**src/rtl/nand_logic_unit.sv**
```systemverilog
// Two-stage pipelined WIDTH-bit logic unit whose datapath uses only 2-input NAND terms.
// Optional status outputs (out_zero, op_count) are built when NLU_STATUS_EN is defined.
module nand_logic_unit #(
  parameter int unsigned WIDTH = 8,
  parameter int unsigned CNT_W = 16
) (
  input  logic             clk,
  input  logic             rst_n,
  input  logic             in_valid,
  output logic             in_ready,
  input  logic [WIDTH-1:0] in_a,
  input  logic [WIDTH-1:0] in_b,
  input  logic [2:0]       in_op,
  output logic             out_valid,
  input  logic             out_ready,
  output logic [WIDTH-1:0] out_y
`ifdef NLU_STATUS_EN
  ,
  output logic             out_zero,
  output logic [CNT_W-1:0] op_count
`endif
);

  if (WIDTH < 1 || WIDTH > 64 || CNT_W < 1) begin : g_param_check
    $error("nand_logic_unit: WIDTH must be 1..64 and CNT_W at least 1");
  end

  typedef enum logic [2:0] {
    OP_AND  = 3'd0,
    OP_OR   = 3'd1,
    OP_NAND = 3'd2,
    OP_NOR  = 3'd3,
    OP_XOR  = 3'd4,
    OP_XNOR = 3'd5,
    OP_NOTA = 3'd6,
    OP_PASS = 3'd7
  } op_e;

  function automatic logic [WIDTH-1:0] nand2(input logic [WIDTH-1:0] x,
                                             input logic [WIDTH-1:0] y);
    return ~(x & y);
  endfunction

  logic             s1_valid;
  logic [WIDTH-1:0] s1_a;
  logic [WIDTH-1:0] s1_b;
  op_e              s1_op;
  logic             s2_valid;
  logic [WIDTH-1:0] s2_y;
  logic             s1_load;
  logic             s2_load;

  logic [WIDTH-1:0] n_a, n_b, n_ab, r_and, r_or, r_nor, x_a, x_b, r_xor, r_xnor, r_pass;
  logic [WIDTH-1:0] res;

  // Handshake: S2 frees when empty or drained; S1 frees when empty or moving into S2.
  always_comb begin
    s2_load  = !s2_valid || out_ready;
    s1_load  = !s1_valid || s2_load;
    in_ready = s1_load;
  end

  always_comb begin
    n_a    = nand2(s1_a, s1_a);
    n_b    = nand2(s1_b, s1_b);
    n_ab   = nand2(s1_a, s1_b);
    r_and  = nand2(n_ab, n_ab);
    r_or   = nand2(n_a, n_b);
    r_nor  = nand2(r_or, r_or);
    x_a    = nand2(s1_a, n_ab);
    x_b    = nand2(s1_b, n_ab);
    r_xor  = nand2(x_a, x_b);
    r_xnor = nand2(r_xor, r_xor);
    r_pass = nand2(n_a, n_a);
    res    = '0;
    unique case (s1_op)
      OP_AND:  res = r_and;
      OP_OR:   res = r_or;
      OP_NAND: res = n_ab;
      OP_NOR:  res = r_nor;
      OP_XOR:  res = r_xor;
      OP_XNOR: res = r_xnor;
      OP_NOTA: res = n_a;
      OP_PASS: res = r_pass;
      default: res = '0;
    endcase
  end

  always_ff @(posedge clk or negedge rst_n) begin
    if (!rst_n) begin
      s1_valid <= 1'b0;
      s1_a     <= '0;
      s1_b     <= '0;
      s1_op    <= OP_AND;
    end else if (s1_load) begin
      s1_valid <= in_valid;
      if (in_valid) begin
        s1_a  <= in_a;
        s1_b  <= in_b;
        s1_op <= op_e'(in_op);
      end
    end
  end

  // A bubble moving into S2 clears the valid bit but leaves the old result in place.
  always_ff @(posedge clk or negedge rst_n) begin
    if (!rst_n) begin
      s2_valid <= 1'b0;
      s2_y     <= '0;
    end else if (s2_load) begin
      s2_valid <= s1_valid;
      if (s1_valid) s2_y <= res;
    end
  end

  assign out_valid = s2_valid;
  assign out_y     = s2_y;

`ifdef NLU_STATUS_EN
  logic             s2_zero;
  logic [CNT_W-1:0] cnt;

  always_ff @(posedge clk or negedge rst_n) begin
    if (!rst_n) begin
      s2_zero <= 1'b1;
      cnt     <= '0;
    end else begin
      if (s2_load && s1_valid) s2_zero <= (res == '0);
      if (s2_valid && out_ready) cnt <= cnt + CNT_W'(1);
    end
  end

  assign out_zero = s2_zero;
  assign op_count = cnt;
`endif

endmodule
```
**config.mk**
```make
export PLATFORM = sky130hd
export DESIGN_NAME = nand_logic_unit
export DESIGN_NICKNAME = d
export VERILOG_FILES = /design/src/rtl/nand_logic_unit.sv
export SDC_FILE = /design/constraint.sdc
export NUM_CORES = 1
export LEC_CHECK = 0
export ABC_AREA = 1
export BUFFER_PORTS_ARGS = -buffer_cell sky130_fd_sc_hd__buf_2
export CAP_MARGIN = 40
export CORE_MARGIN = 5
export CORE_UTILIZATION = 57
export CTS_CLUSTER_DIAMETER = 200
export DETAILED_ROUTE_END_ITERATION = 16
export MAX_ROUTING_LAYER = met4
export PLACE_DENSITY_LB_ADDON = 0.08
export SLEW_MARGIN = 0
export SYNTH_ARGS = -nofsm -noshare
export SYNTH_HDL_FRONTEND = slang
export SYNTH_SLANG_ARGS = --single-unit
```
**constraint.sdc**
```tcl
create_clock -name clk -period 1.62 [get_ports clk]
set_input_delay 0.081 -clock clk [delete_from_list [all_inputs] [get_ports clk]]
set_output_delay 0.081 -clock clk [all_outputs]
set_load 0.1 [all_outputs]
```
==> metrics.cfg <==
[logic_synthesis]
synth-warning-count = 0
avgSynthCellArea_um2 = 7.02
syn_inst = 299
yosysUniqueCellTypes = 22
ys_seq_elements = 29
syn_nets = 338
synth_area_um2 = 2100
yosysSeqAreaShare_pct = 34.6

[floorplanning]
core-area_um2 = 3610
die_area_um2 = 4990
dieHeight_um = 70.7
row_count = 22
io_pins = 33
initial_utilization_pct = 58.2
die_x_um = 70.7

[power_and_ir_drop]
p_sw_share_pct = 50.4
peakVddDrop_v = 0.000479
power.share.sequential_pct = 30.0
combPwrFrac_pct = 50.0
internal_power_mw = 1.67
p_switching_mw = 1.70
clkPwrFrac_pct = 20.0
power_mw = 3.36
p_leak_nw = 1.44
powerDensity_nw_per_um2 = 1380

[sta]
final_hold_viol_count = 0
relSlewSlack_pct = 67.7
tightest_slew_ns = 0.488
finalSetupViolCount = 0
maxSlewViolCount = 0
rsz0062_at_grt = no
min_period_ns = 1.38
timing.fmax_mhz = 727
skew_ns = 0.00995
period_share_pct = 84.9
fin_setup_tns_ns = 0

[drt]
postRouteAntennaNets = 0
via_per_inst = 5.25
drtIter0Drc = 148
dr.pass1.iters = 4
drt_wl_total_um = 4860
wl_per_cell_um = 12.8
num_vias = 2001
route.detailed.drc = 0

[hold_path]
hold_path_class = in2reg
hold_start = in_a[2]
min_delay_path_depth = 3
worstHoldEndpoint = s1_a[2]$_DFFE_PN0P_

[global_route]
grt_pass1_vias = 1879
grt-ovfl-total = 0
grtUsageTotal_pct = 21.2
grt_max_degree = 40
grt_pass1_wl_um = 8430
antenna_found_initial = 0

[critical_path]
crit_arrival_ns = 1.29
end_kind = output port
worst_path_max_delay_cell = dfrtp_4
crit_type = reg2out
critPathBufInv = 1
critPathRequiredTime_ns = 1.54
r2r_end = out_y[3]$_DFFE_PN0P_
start_kind = flop
r2r-start = s1_op[0]$_DFFE_PN0P_
slowest_delay_ns = 0.50
ff2ff_setup_slack_ns = 0.28
crit_chain = nand3_4 > buf_2
cp_max_fo = 4
r2r_cells = 8
critical-path-top-delay-family = flip-flops

[cells_and_area]
area_growth_pct = 16.4
finalNonFillerCells = 381
ff_latch_area_um2 = 729
multi_input_comb_area_um2 = 1120
mostFrequentLayoutCells = nand2_1 (66), inv_1 (42), nor2_1 (35), buf_2 (32), dfrtp_1 (28)
final_common_cell = nand2_1
drive_gt1_share_pct = 18.0
utilization_pct = 67.7
fill_cells = 324
num_antenna_cells = 0
nets = 371

[placement]
numPortBuffers = 32
place.gp.congestion = 0.877
dpl.cell_count = 372
post-dp-hpwl_um = 3350

[clock_network]
clkTransAtPathRegs_ns = 0.07
numCtsBuffers = 5
post_cts_resize_count = 0
clock_path_buffers = 2
cts_tree = built
cts.sinks = 29
cts-root-buf = clkbuf_8
htreeDepth = 2
insertion_delay_ns = 0.28

[run_status]
status = finished, final reports clean

[flow_run]
cap_violations = 0

[power by group through the flow]
stage | registers (mW) | logic (mW) | clock network (mW)
global placement | 1.01 | 1.65 | 0
CTS | 1.01 | 1.68 | 0.686
finish | 1.01 | 1.68 | 0.673
floorplan | 1.65 | 0.713 | 0
global route | 1.03 | 1.83 | 0.729
detailed placement | 1.02 | 1.67 | 0
[sequential cells by signal, summed over array words and instances (netlist names)]
| register | flops |
|---|---|
| out_valid | 1 |
| out_y | 8 |
| s1_a | 8 |
| s1_b | 8 |
| s1_op | 3 |
| s1_valid | 1 |
[per-stage QoR]
stage	setup WS [ns]	instance area (um^2)	hold slack [ns]
CTS	0.234	2440	0.0377
global route	0.151	2440	0.0364
floorplan	-0.00398	2130	-0.215
finish	0.244	2440	0.0372
detailed placement	0.314	2330	0.0613
global placement	0.324	2330	0.0616
[synthesized netlist by cell type]
cell,count,area (um^2)
nand2_1,67,251
inv_1,42,158
nor2_1,35,131
dfrtp_1,29,726
nand3_1,25,125
nand4_1,24,150
a21oi_1,20,100
ha_1,16,200
nand3b_1,8,60.1
o21ai_0,8,40.0
buf_2,6,30.0
clkbuf_1,5,18.8
buf_1,2,7.51
buf_4,2,15.0
buf_6,2,22.5
inv_2,2,7.51
inv_4,1,6.26
nand2_2,1,6.26
nor2_2,1,6.26
nor2_4,1,11.3
nor2_8,1,20.0
o21ai_1,1,5.00
[metal layers]
metal | wire [um] | GRT usage (%) | part of all wire, %
met3 | 265 | 4.26 | 5.5
met4 | 40 | 5.01 | 0.82
met5 | 0 | - | 0
met1 | 2170 | 26.5 | 45
met2 | 2390 | 35.3 | 49
[worst reg2reg max path, cell delays in order (launching register included)]
cell     delay, ns
dfrtp_1       0.42
buf_4         0.23
nor2_8        0.25
nand3_1       0.11
nand2_1       0.09
nor2_1        0.04
nand2_1       0.05
nand2_1       0.05
nand2_1       0.04
[final cells by class]
class	instances	area share, %
clock inverter	1	0.205
inverter	45	7.02
multi-input combinational	208	46.0
sequential	29	29.9
timing repair buffer	43	10.6
tap	48	2.46
clock buffer	7	3.94
[repair_timing]
action | 4_1_cts | 5_1_grt
hold buffers | 1 | 0
setup endpoints to repair | 0 | 0
setup buffers | 0 | 0
hold endpoints to repair | 19 | 0
[kinds of logic after synthesis]
| logic type | Yosys count | share of synthesized area [%] |
|---|---|---|
| compound gates | 29 | 6.92 |
| simple gates | 163 | 36.3 |
| flops | 29 | 34.6 |
| buf+inv | 62 | 12.6 |
| fa+ha+maj | 16 | 9.54 |
[worst max-delay path by stage]
stage,from,to,slack [ns],cells after the start
6_report,out_valid$_DFFE_PN0P_,in_ready,0.24,2
5_1_grt,s1_op[1]$_DFFE_PN0P_,out_y[3]$_DFFE_PN0P_,0.15,8
3_5_place_dp,s1_op[0]$_DFFE_PN0P_,out_y[5]$_DFFE_PN0P_,0.31,8
2_1_floorplan,out_valid$_DFFE_PN0P_,s1_op[2]$_DFFE_PN0P_,-0.004,5
3_3_place_gp,s1_op[0]$_DFFE_PN0P_,out_y[1]$_DFFE_PN0P_,0.32,8
4_1_cts,out_valid$_DFFE_PN0P_,in_ready,0.23,2
Note: power is estimated with default switching activity, not from simulation.
